[src/rtl/serial_adder_if.sv]
// rtl/serial_adder_if.sv - operand/result handshake bundle for serial_adder (optional sub under SERIAL_ADDER_SUB_EN)
interface serial_adder_if #(
    parameter int WIDTH = 8
);
    logic             in_valid;
    logic             in_ready;
    logic [WIDTH-1:0] A;
    logic [WIDTH-1:0] B;
    logic             cin;
`ifdef SERIAL_ADDER_SUB_EN
    logic             sub;
`endif
    logic             out_valid;
    logic             out_ready;
    logic [WIDTH-1:0] sum;
    logic             carry;

    // Producer/consumer side: drives operands and result acceptance
    modport master (
`ifdef SERIAL_ADDER_SUB_EN
        output sub,
`endif
        output in_valid, A, B, cin, out_ready,
        input  in_ready, out_valid, sum, carry
    );

    // Adder side: accepts operands and presents the result
    modport slave (
`ifdef SERIAL_ADDER_SUB_EN
        input  sub,
`endif
        input  in_valid, A, B, cin, out_ready,
        output in_ready, out_valid, sum, carry
    );
endinterface

[src/rtl/serial_adder.sv]
// rtl/serial_adder.sv - digit-serial WIDTH-bit adder with registered carry chain (optional subtract under SERIAL_ADDER_SUB_EN)
module serial_adder #(
    parameter int WIDTH = 8,
    parameter int DIGIT = 1
) (
    input  logic          clk,
    input  logic          rst_n,
    serial_adder_if.slave bus
);

    // A zero DIGIT would otherwise break the STEPS division during elaboration.
    localparam int DIGIT_SAFE = (DIGIT < 1) ? 1 : DIGIT;
    localparam int STEPS      = WIDTH / DIGIT_SAFE;
    localparam int CNT_W      = (STEPS > 1) ? $clog2(STEPS) : 1;
    localparam logic [CNT_W-1:0] LAST_STEP = CNT_W'(STEPS - 1);

    if (WIDTH < 1) begin : g_bad_width
        $error("serial_adder: WIDTH must be >= 1 (got %0d)", WIDTH);
    end
    if (DIGIT < 1 || (WIDTH % DIGIT_SAFE) != 0) begin : g_bad_digit
        $error("serial_adder: DIGIT (%0d) must be >= 1 and divide WIDTH (%0d)", DIGIT, WIDTH);
    end
    if ($bits(bus.A) != WIDTH) begin : g_bad_bus
        $error("serial_adder: interface WIDTH does not match module WIDTH");
    end

    typedef enum logic [1:0] {
        IDLE = 2'd0,
        RUN  = 2'd1,
        DONE = 2'd2
    } state_t;

    state_t           state_q;
    state_t           state_d;

    // Operand shifters: the low DIGIT bits are the digit being added this cycle.
    logic [WIDTH-1:0] a_sh;
    logic [WIDTH-1:0] b_sh;
    // Partial sum fills from the top so that after STEPS shifts it is aligned.
    logic [WIDTH-1:0] sum_sh;
    logic             carry_q;
    logic [CNT_W-1:0] cnt_q;

    // Output registers; only updated on the RUN->DONE edge.
    logic [WIDTH-1:0] sum_q;
    logic             carry_out_q;

    logic             accept;
    logic             last_step;
    logic [WIDTH-1:0] b_load;
    logic             c_load;
    logic [DIGIT:0]   digit_res;
    logic [WIDTH-1:0] sum_sh_nxt;

    // Operand conditioning at the accept edge; subtract is A + ~B + 1.
`ifdef SERIAL_ADDER_SUB_EN
    always_comb begin
        b_load = bus.sub ? ~bus.B : bus.B;
        c_load = bus.sub ? 1'b1 : bus.cin;
    end
`else
    always_comb begin
        b_load = bus.B;
        c_load = bus.cin;
    end
`endif

    // One digit of the ripple: low digits of both shifters plus the registered carry.
    always_comb begin
        digit_res  = {1'b0, a_sh[DIGIT-1:0]} + {1'b0, b_sh[DIGIT-1:0]}
                   + (DIGIT+1)'(carry_q);
        sum_sh_nxt = (sum_sh >> DIGIT)
                   | (WIDTH'(digit_res[DIGIT-1:0]) << (WIDTH - DIGIT));
    end

    // State register; reset aborts any operation in flight.
    always_ff @(posedge clk or negedge rst_n) begin
        if (!rst_n) begin
            state_q <= IDLE;
        end else begin
            state_q <= state_d;
        end
    end

    // Next-state and handshake outputs; in_valid only matters in IDLE, out_ready only in DONE.
    always_comb begin
        state_d       = state_q;
        bus.in_ready  = 1'b0;
        bus.out_valid = 1'b0;
        accept        = 1'b0;
        last_step     = 1'b0;
        case (state_q)
            IDLE: begin
                bus.in_ready = 1'b1;
                if (bus.in_valid) begin
                    accept  = 1'b1;
                    state_d = RUN;
                end
            end
            RUN: begin
                if (cnt_q == LAST_STEP) begin
                    last_step = 1'b1;
                    state_d   = DONE;
                end
            end
            DONE: begin
                bus.out_valid = 1'b1;
                if (bus.out_ready) begin
                    state_d = IDLE;
                end
            end
            default: begin
                state_d = IDLE;
            end
        endcase
    end

    // Datapath: capture at accept, shift one digit per RUN cycle, publish on the last step.
    always_ff @(posedge clk or negedge rst_n) begin
        if (!rst_n) begin
            a_sh        <= '0;
            b_sh        <= '0;
            sum_sh      <= '0;
            carry_q     <= 1'b0;
            cnt_q       <= '0;
            sum_q       <= '0;
            carry_out_q <= 1'b0;
        end else if (accept) begin
            a_sh    <= bus.A;
            b_sh    <= b_load;
            carry_q <= c_load;
            cnt_q   <= '0;
        end else if (state_q == RUN) begin
            a_sh    <= a_sh >> DIGIT;
            b_sh    <= b_sh >> DIGIT;
            sum_sh  <= sum_sh_nxt;
            carry_q <= digit_res[DIGIT];
            if (last_step) begin
                cnt_q       <= '0;
                sum_q       <= sum_sh_nxt;
                carry_out_q <= digit_res[DIGIT];
            end else begin
                cnt_q <= cnt_q + CNT_W'(1);
            end
        end
    end

    assign bus.sum   = sum_q;
    assign bus.carry = carry_out_q;

endmodule

[src/flat_wrapper.sv]
// flat-port wrapper written by rule: the top's interface ports become plain ports
module serial_adder_flat 
#(
    parameter int WIDTH = 8,
    parameter int DIGIT = 1
)
  (clk, rst_n, bus_in_valid, bus_A, bus_B, bus_cin, bus_out_ready, bus_in_ready, bus_out_valid, bus_sum, bus_carry);
  serial_adder_if #(.WIDTH(WIDTH)) bus_i ();
  input  logic clk;
  input  logic rst_n;
  input wire logic [$bits(bus_i.in_valid)-1:0] bus_in_valid;
  input wire logic [$bits(bus_i.A)-1:0] bus_A;
  input wire logic [$bits(bus_i.B)-1:0] bus_B;
  input wire logic [$bits(bus_i.cin)-1:0] bus_cin;
  input wire logic [$bits(bus_i.out_ready)-1:0] bus_out_ready;
  output wire logic [$bits(bus_i.in_ready)-1:0] bus_in_ready;
  output wire logic [$bits(bus_i.out_valid)-1:0] bus_out_valid;
  output wire logic [$bits(bus_i.sum)-1:0] bus_sum;
  output wire logic [$bits(bus_i.carry)-1:0] bus_carry;
  assign bus_i.in_valid = bus_in_valid;
  assign bus_i.A = bus_A;
  assign bus_i.B = bus_B;
  assign bus_i.cin = bus_cin;
  assign bus_i.out_ready = bus_out_ready;
  assign bus_in_ready = bus_i.in_ready;
  assign bus_out_valid = bus_i.out_valid;
  assign bus_sum = bus_i.sum;
  assign bus_carry = bus_i.carry;
  serial_adder #(.WIDTH(WIDTH), .DIGIT(DIGIT)) u_core (.clk(clk), .rst_n(rst_n), .bus(bus_i));
endmodule
[config.mk]
export PLATFORM = sky130hd
export DESIGN_NAME = serial_adder_flat
export DESIGN_NICKNAME = d
export VERILOG_FILES = /design/src/rtl/serial_adder_if.sv /design/src/rtl/serial_adder.sv /design/src/flat_wrapper.sv
export SDC_FILE = /design/constraint.sdc
export NUM_CORES = 1
export LEC_CHECK = 0
export CAP_MARGIN = 20
export CORE_MARGIN = 1
export CORE_UTILIZATION = 25
export CTS_CLUSTER_DIAMETER = 80
export DETAILED_ROUTE_END_ITERATION = 12
export PLACE_DENSITY = 0.55
export SLEW_MARGIN = 10
export SYNTH_ARGS = -nofsm -noshare
export SYNTH_HDL_FRONTEND = slang
export SYNTH_SLANG_ARGS = --single-unit
[constraint.sdc]
create_clock -name clk -period 1.84 [get_ports clk]
set_input_delay 0.552 -clock clk [delete_from_list [all_inputs] [get_ports clk]]
set_output_delay 0.552 -clock clk [all_outputs]
set_load 0.01 [all_outputs]
==> flow_metrics.py, run 1 <==
metrics = {
    "floorplan": {
        "die_w_um": 85.5,
        "dieArea_sq_um": 7310,
        "fp-row-count": 30,
        "start_util_pct": 25.8,
        "core-area_sq_um": 6760,
        "die_h_um": 85.5,
        "io-pin-count": 32,
    },
    "power": {
        "leakagePower_nw": 0.993,
        "power.share.clock_pct": 17.2,
        "switchingPower_mw": 1.23,
        "pwr-share-seq_pct": 42.7,
        "pwr_density_cell_nw_per_um2": 1570,
        "total_power_mw": 3.52,
        "vdd_ir_drop_max_v": 0.000478,
        "internal_power_mw": 2.28,
        "power_frac_comb_pct": 40.1,
        "swShare_pct": 35.1,
    },
    "sta": {
        "rsz0062_at_grt": "no",
        "post-route-period-util_pct": 95.5,
        "slew_headroom_pct": 71.4,
        "setup_slack_ps": 83.1,
        "min_period_ps": 1760,
        "slew_violations": 0,
        "fin_hold_ws_ps": 184,
        "worstMarginPinSlew_ps": 429,
        "finalClockSkew_ps": 11.4,
        "hold_violations": 0,
        "setup_tns_ps": 0,
        "setup_viol": 0,
        "max_freq_mhz": 569,
    },
    "final_layout": {
        "nFillCells": 693,
        "ff_latch_area_sq_um": 951,
        "multi_input_area_sq_um": 697,
        "insertedDiodeCount": 0,
        "layout_commonest_cell": "dfrtp_1",
        "layout_common_cells": "38 x dfrtp_1, 28 x clkdlybuf4s50_1, 24 x nand2_1",
        "syn_to_final_growth_pct": 28.1,
        "drive_gt1_share_pct": 16.4,
        "layout.nets": 212,
    },
    "yosys": {
        "ys_warn_count": 0,
        "syn-num-nets": 175,
        "synth_cell_types": 28,
        "ys_seq_area_share_pct": 54.6,
        "syn_inst": 151,
        "avgSynthCellArea_sq_um": 11.5,
        "syn_area_sq_um": 1740,
        "ys_ff_latch": 38,
    },
    "clock_tree": {
        "worstSkewPairLatency_ps": 300,
        "root_buffer": "clkbuf_8",
        "cts_tree": "yes",
        "clk_path_buf_depth": 2,
        "cts_buffers": 5,
        "postCtsSetupRepairBufs": 0,
        "cts.clk_slew.worst_paths_ps": 80,
        "cts-htree-levels": 2,
        "clock_sinks": 38,
    },
    "global_routing": {
        "top_usage_layer": "met2",
        "met3_usage_pct": 3.08,
        "antenna_found_initial": 0,
        "grt_pass1_vias": 1266,
        "grt_start_max_net_pins": 24,
        "met1_usage_pct": 15.1,
        "grt_pass1_wl_um": 6300,
        "grtUsageTotal_pct": 11.3,
        "grt_remaining_overflow": 0,
        "gr-usage-met2_pct": 17.5,
    },
    "drt": {
        "vias": 1264,
        "drcViolationCount": 0,
        "drt-total-wl_um": 3660,
        "viasPerCell": 4.70,
        "ant_nets": 0,
        "avgRoutedWirePerCell_um": 13.6,
        "drt_iter0_markers": 78,
        "drt_first_pass_iters": 4,
    },
    "worst_hold_path": {
        "holdCritPathClass": "input port to async pin",
    },
    "run": {
        "max_cap_violations": 0,
    },
    "worst_setup_path": {
        "critPathLaunch": "u_core.bus.sum[7]",
        "required_ps": 1290,
        "crit_type": "flip-flop to output port",
        "critical-path-top-delay-family": "buffers and inverters",
        "critPathMaxFanout": 2,
        "crit_chain": "clkdlybuf4s50_1",
        "r2r-start": "u_core.state_q[0]",
        "cp_slowest_cell": "clkdlybuf4s50_1",
        "critPathBufInv": 1,
        "crit_path_max_incr_delay_ps": 540,
        "cp-end-kind": "output port",
        "crit_path_start_kind": "flip-flop",
        "arrival_ps": 1200,
    },
    "placed_design": {
        "place_ws_ps": 78.3,
        "gp_congestion": 0.725,
        "io_buffers": 31,
        "hpwl_um": 2530,
    },
    "status": {
        "status": "complete, no violations",
    },
}
-- Yosys cell counts --
cell	number	area share (%)
fa_1	1	1.1
nor2b_4	1	0.79
a32o_1	1	0.57
o32ai_1	14	7.0
clkbuf_1	1	0.22
a21oi_1	1	0.29
or2_1	1	0.36
a21o_1	1	0.43
o22ai_1	15	5.4
mux2_4	9	7.8
o21ai_0	4	1.1
o31ai_1	1	0.43
and2b_1	1	0.43
buf_2	2	0.57
inv_2	1	0.22
nand2_8	1	1.1
nor2_1	17	3.7
nand2b_1	1	0.36
a22o_1	1	0.50
dfrtp_1	38	55
nand2b_4	1	0.79
ha_1	2	1.4
buf_6	4	2.6
clkbuf_8	1	0.79
nor3_1	4	1.1
inv_1	1	0.22
nand2_1	24	5.2
buf_4	2	0.86
-- worst paths after layout --
| kind | to | slack, ps | cells after the start |
|---|---|---|---|
| hold reg to reg | u_core.sum_sh[1] | 490 | 2 |
| setup reg to reg | u_core.bus.sum[5] | 330 | 4 |
| hold / removal | u_core.sum_sh[6] | 180 | 1 |
| max in group asynchronous | u_core.b_sh[4] | 1190 | 2 |
| min in group clk | u_core.sum_sh[1] | 490 | 2 |
| setup / recovery | bus_sum[7] | 80 | 1 |
-- power by group through the flow --
stage / Sequential, mW / Combinational [mW] / Clock [mW]
after floorplan: 1.50 / 0.996 / 0
after global placement: 1.51 / 1.41 / 0
after detailed placement: 1.52 / 1.44 / 0
after CTS: 1.50 / 1.43 / 0.639
after global routing: 1.56 / 1.59 / 0.678
final: 1.50 / 1.41 / 0.605
-- state kept, by name (all words and copies together), names as in the netlist --
register,count
u_core.a_sh,8
u_core.b_sh,8
u_core.bus.sum,8
u_core.sum_sh,7
u_core.cnt_q,3
u_core.state_q,2
u_core.bus.carry,1
u_core.carry_q,1
-- logic make-up after synthesis --
| kind of cell | synth area share (%) |
|---|---|
| buffers and inverters | 5.45 |
| flip-flops | 54.6 |
| AO/OA/AOI/OAI | 15.8 |
| multiplexers | 7.75 |
| AND/OR/NAND/NOR | 13.9 |
| adder cells (fa/ha/maj) | 2.58 |
-- stage by stage --
stage / util [%] / instance area (sq um) / instances
after floorplan: - / 1740 / 151
after global placement: 31.7 / 2140 / 261
after detailed placement: 31.7 / 2140 / 261
after CTS: 33.1 / 2230 / 269
after global routing: 33.1 / 2230 / 269
final: 33.1 / 2230 / 269
-- final cells by class --
type | instances | area share (%)
flip-flops and latches | 38 | 42.6
well taps | 80 | 4.48
repair buffers | 40 | 17.1
clock buffers | 6 | 3.70
inverters | 2 | 0.336
clock inverters | 2 | 0.560
multi-input cells | 101 | 31.2
-- routing by layer --
layer  wire length (um)  vias to the layer above  part of all wire [%]
li1                   -                      627                     -
met1               1740                      599                    48
met2               1700                       36                    46
met3                176                        2                   4.8
met4                 40                        0                   1.1
met5                  0                        -                     0
-- timing repair --
item / in CTS / in global routing
endpoints found under the setup margin: 2 / 0
hold buffers: 0 / 0
gates resized for setup: 2 / 0
Note: power is estimated with default switching activity, not from simulation.
==> inputs of run 2 (changes only) <==
ABC_AREA = 0   (was default)
==> results of run 2 <==
No change in the layout: final DEF, timing and power equal those of run 1.
==> inputs of run 3 (changes only) <==
RECOVER_POWER = 100   (was default)
SLEW_MARGIN = 20   (was 10)
==> run 3 against run 2 <==
Effect of this change: worst setup slack about the same; maximum frequency about the same; largest cell class unchanged; die area unchanged; global-route usage unchanged; critical endpoint unchanged; sequential share of layout area up 0.80 points; critical path depth unchanged.
==> flow_metrics.py, run 3 (same netlist as run 1, synthesis figures left out) <==
metrics = {
    "status": {
        "status": "complete, no violations",
    },
    "floorplan": {
        "die_h_um": 85.5,
        "fp-row-count": 30,
        "core-area_sq_um": 6760,
        "io-pin-count": 32,
        "die_w_um": 85.5,
        "start_util_pct": 25.8,
        "dieArea_sq_um": 7310,
    },
    "power": {
        "leakagePower_nw": 0.977,
        "vdd_ir_drop_max_v": 0.000449,
        "pwr_density_cell_nw_per_um2": 1590,
    },
    "drt": {
        "viasPerCell": 4.75,
        "met2_length_um": 1670,
        "drt_first_pass_iters": 5,
        "drt-total-wl_um": 3630,
        "dr.max_layer_used": "met4",
        "ant_nets": 0,
        "avgRoutedWirePerCell_um": 13.5,
        "vias": 1279,
        "wl_met1_um": 1740,
        "drcViolationCount": 0,
        "route.met3.wl_um": 179,
        "drt_iter0_markers": 79,
    },
    "final_layout": {
        "drive_gt1_share_pct": 15.3,
        "insertedDiodeCount": 0,
        "layout_common_cells": "38 x dfrtp_1, 27 x clkdlybuf4s50_1, 24 x nand2_1",
        "syn_to_final_growth_pct": 25.8,
        "layout_commonest_cell": "dfrtp_1",
        "layout.nets": 212,
    },
    "placed_design": {
        "place_ws_ps": 78.3,
        "gp_congestion": 0.725,
        "io_buffers": 31,
        "hpwl_um": 2530,
    },
    "worst_setup_path": {
        "r2r_end": "u_core.bus.sum[5]",
        "critPathLaunch": "u_core.bus.sum[7]",
        "reg2regPathDepth": 4,
        "crit_chain": "clkdlybuf4s50_1",
        "critical-path-top-delay-family": "buffers and inverters",
        "crit_path_max_incr_delay_ps": 540,
        "rrSetupSlack_ps": 140,
        "crit_type": "flip-flop to output port",
        "required_ps": 1290,
        "cp-end-kind": "output port",
        "r2r-start": "u_core.state_q[0]",
        "crit_path_start_kind": "flip-flop",
        "critPathMaxFanout": 2,
        "cp_slowest_cell": "clkdlybuf4s50_1",
        "critPathBufInv": 1,
        "endpoint": "bus_sum[7]",
        "path_depth": 1,
        "arrival_ps": 1210,
    },
    "global_routing": {
        "grt_start_max_net_pins": 24,
        "antenna_found_initial": 0,
        "grt_pass1_wl_um": 6300,
        "grt_pass1_vias": 1266,
        "grt_remaining_overflow": 0,
        "grtUsageTotal_pct": 11.3,
    },
    "sta": {
        "setup_viol": 0,
        "slew_violations": 0,
        "post-route-period-util_pct": 95.5,
        "rsz0062_at_grt": "no",
        "setup_tns_ps": 0,
        "max_freq_mhz": 569,
        "slew_headroom_pct": 37.2,
        "worstMarginPinSlew_ps": 942,
        "hold_violations": 0,
        "setup_slack_ps": 83.0,
        "finalClockSkew_ps": 11.4,
        "min_period_ps": 1760,
    },
    "clock_tree": {
        "cts.clk_slew.worst_paths_ps": 80,
        "clock_sinks": 38,
        "cts_tree": "yes",
        "cts-htree-levels": 2,
        "clk_path_buf_depth": 2,
        "cts_hold_buf": 0,
        "root_buffer": "clkbuf_8",
        "cts_buffers": 5,
        "worstSkewPairLatency_ps": 300,
    },
    "worst_hold_path": {
        "holdCritPathClass": "input port to async pin",
    },
    "run": {
        "max_cap_violations": 0,
    },
}
[run 3: power by group]
group	switching, mW	internal [mW]	leakage (nW)
combinational	0.635	0.732	0.467
clock	0.304	0.301	0.0472
sequential	0.277	1.22	0.462
total	1.22	2.26	0.977
[run 3: repair_timing]
action                     CTS  global route
setup endpoints to repair    2             0
gates resized for setup      2             0
setup buffers                0             0
[run 3: cell type report]
| cell class | instances | area (sq um) |
|---|---|---|
| inverters | 2 | 7.51 |
| clock inverters | 2 | 12.5 |
| well taps | 80 | 100 |
| fillers | 696 | 4560 |
| repair buffers | 40 | 355 |
| multi-input cells | 101 | 683 |
| flip-flops and latches | 38 | 951 |
| clock buffers | 6 | 82.6 |
[run 3: through the flow]
step                power (mW)  instances  area [sq um]  hold WS, ps  util [%]
global placement          2.92        261          2140          470      31.7
floorplan                 2.49        151          1740          256         -
finish                    3.47        269          2190          371      32.4
global route              3.79        269          2190          469      32.4
detailed placement        2.95        261          2140          475      31.7
CTS                       3.57        269          2230          195      33.1
[run 3: how the worst min path moves through the flow]
stage	depth (start not counted)	from	endpoint
6_report	1	rst_n	u_core.sum_sh[6]
3_3_place_gp	2	u_core.sum_sh[1]	u_core.sum_sh[1]
4_1_cts	1	rst_n	u_core.bus.sum[4]
2_1_floorplan	0	rst_n	u_core.a_sh[0]
5_1_grt	1	rst_n	u_core.sum_sh[6]
3_5_place_dp	2	u_core.sum_sh[1]	u_core.sum_sh[1]
[run 3: layer usage]
layer / global-route usage (%) / vias up
met5: 0 / -
met4: 4.09 / 0
met3: 3.08 / 2
met2: 17.5 / 41
met1: 15.1 / 608
li1: - / 628
==> edit (flow settings as in run 1) <==
`WIDTH` is set to 8 in 3 places; all go to 4.
--- a/src/rtl/serial_adder_if.sv
+++ b/src/rtl/serial_adder_if.sv
@@ -1,6 +1,6 @@
 // rtl/serial_adder_if.sv - operand/result handshake bundle for serial_adder (optional sub under SERIAL_ADDER_SUB_EN)
 interface serial_adder_if #(
-    parameter int WIDTH = 8
+    parameter int WIDTH = 4
 );
     logic             in_valid;
     logic             in_ready;
--- a/src/rtl/serial_adder.sv
+++ b/src/rtl/serial_adder.sv
@@ -1,6 +1,6 @@
 // rtl/serial_adder.sv - digit-serial WIDTH-bit adder with registered carry chain (optional subtract under SERIAL_ADDER_SUB_EN)
 module serial_adder #(
-    parameter int WIDTH = 8,
+    parameter int WIDTH = 4,
     parameter int DIGIT = 1
 ) (
     input  logic          clk,
--- a/src/flat_wrapper.sv
+++ b/src/flat_wrapper.sv
@@ -1,7 +1,7 @@
 // flat-port wrapper written by rule: the top's interface ports become plain ports
 module serial_adder_flat 
 #(
-    parameter int WIDTH = 8,
+    parameter int WIDTH = 4,
     parameter int DIGIT = 1
 )
   (clk, rst_n, bus_in_valid, bus_A, bus_B, bus_cin, bus_out_ready, bus_in_ready, bus_out_valid, bus_sum, bus_carry);
Interface: changed (resized bus_A, bus_B and bus_sum); port bits go from 32 to 20. The function was not compared with the original's and may differ.
==> edit against run 1 <==
- power fell by 41%
- area after synthesis fell by 45%
- count of clock-buffer cells in the layout fell by 3
- fmax rose by 4.1%
- synthesized cell count fell by 52%
- wire length fell by 51%
- sequential cell count fell by 17
- setup slack improved by 0.069 ns
- die area fell by 44%
- largest power group is now combinational cells
- final area fell by 42%
- clock power fell by 50%
==> edit: results (changes against run 1) <==
| Metric | Value |
|---|---|
| H-tree depth | 1 (was 2) |
| # nets final | 115 (was 212) |
| Largest net degree at the start of global routing | 22 (was 24) |
| Synth area leaders | dfrtp_1 (55%), mux2_2 (9.4%), o221a_2 (4.7%), or4b_1 (4.2%), nand2b_1 (2.6%) (was dfrtp_1 (55%), mux2_4 (7.8%), o32ai_1 (7.0%), o22ai_1 (5.4%), nand2_1 (5.2%)) |
| YS warnings | 0 (unchanged) |
| Status | finished clean (unchanged) |
| 1st-iter DRT viols | 16 (was 78) |
| Global-route wire length before repair | 3220 um (was 6300 um) |
| Leakage | 0.000548 uW (was 0.000993 uW) |
| Dpl cell area | 1240 um2 (was 2140 um2) |
| Clock Skews | 0.00328 ns (was 0.0114 ns) |
| Num CTS Buffers | 3 (was 5) |
| Share of cells above drive strength 1 | 0.253 (was 0.164) |
| Hold Path Class | flop to flop (was primary input to async pin) |
| Final wirelength | 1810 um (was 3660 um) |
| Post-synthesis async set-or-reset flop share | 1.00 (unchanged) |
| Inst Count DP | 143 (was 261) |
| Synthesized netlist cell count | 72 (was 151) |
| Syn Nets | 87 (was 175) |
| Vias per cell | 4.51 (was 4.70) |
| Pre-CTS setup slack | -0.0538 ns (was 0.0783 ns) |
| Vias | 663 (was 1264) |
| R2R Setup Slk | 0.40 ns (was 0.33 ns) |
| Slew margin rel. | 0.736 (was 0.714) |
| Gp weighted congestion | 0.751 (was 0.725) |
| Post-CTS sizing | 2 (unchanged) |
| Post-synthesis sequential area ratio | 0.548 (was 0.546) |
| GRT Overall Usage | 0.104 (was 0.113) |
| Peak VDD IR | 0.754 mV (was 0.478 mV) |
| Clk Latency, worst-skew pair | 0.26 ns (was 0.30 ns) |
| WP data arrival | 1.14 ns (was 1.20 ns) |
| Synth Area in Compound Gates | 0.141 (was 0.158) |
| Port Buffers | 19 (was 31) |
| Clock buffer depth | 2 (unchanged) |
| Hpwl dp | 1350 um (was 2530 um) |
| Top delay family on crit path | buffers and inverters (unchanged) |
| Post-synthesis mux area share | 0.0940 (was 0.0775) |
| Synth unique cells | 26 (was 28) |
| Vias in the first global route | 689 (was 1266) |
| Min cycle time layout | 1.69 ns (was 1.76 ns) |
| Synth cell count leaders | dfrtp_1 (21), mux2_2 (8) (was dfrtp_1 (38), nand2_1 (24), nor2_1 (17)) |
| Synth Area in Adders | 0.0339 (was 0.0258) |
[edit: cell types whose count changed in the layout (fill, tap and decap cells not counted), sizes merged, moves of 4 or more]
cell and delta:
or4b +4, dfrtp -17, o32ai -14, nor3 -4, o22ai -15, nor2 -15
clkdlybuf4s50 -11, nand2 -25, o221a +4
[edit: power by group]
| group | switching (uW) | internal [uW] |
|---|---|---|
| combinational | 401 | 555 |
| clock | 151 | 151 |
| sequential | 128 | 689 |
| total | 679 | 1400 |
[edit: worst paths after layout]
path	from	endpoint	cells after the start
max	u_core.bus.carry$_DFFE_PN0P_	bus_carry	1
min	u_core.bus.sum[0]$_DFFE_PN0P_	u_core.bus.sum[0]$_DFFE_PN0P_	1
max reg2reg	u_core.state_q[0]$_DFFE_PN0P_	u_core.sum_sh[2]$_DFFE_PN0P_	3
min reg2reg	u_core.bus.sum[0]$_DFFE_PN0P_	u_core.bus.sum[0]$_DFFE_PN0P_	1
max in group asynchronous	rst_n	u_core.bus.carry$_DFFE_PN0P_	2
min in group asynchronous	rst_n	u_core.b_sh[3]$_DFFE_PN0P_	2
[edit: final cells by class]
cell class | instances | area, um2
fill | 366 | 2370
timing repair buffer | 26 | 240
sequential | 21 | 526
tap | 48 | 60.1
clock inverter | 1 | 5.00
multi-input combinational | 44 | 400
inverter | 4 | 15.0
clock buffer | 3 | 41.3
[edit: layer usage]
metal  vias up  global-route usage  wire length (um)
li1        326                   -                 -
met1       313               0.141               916
met2        19               0.156               773
met3         5              0.0321                99
met4         0              0.0341                21
met5         -                   0                 0
[edit: metrics by stage]
step / hold slack [ns] / power [uW]
floorplan: 0.256 / 1430
global placement: 0.480 / 1780
detailed placement: 0.493 / 1810
CTS: 0.511 / 2110
global route: 0.535 / 2260
finish: 0.505 / 2070
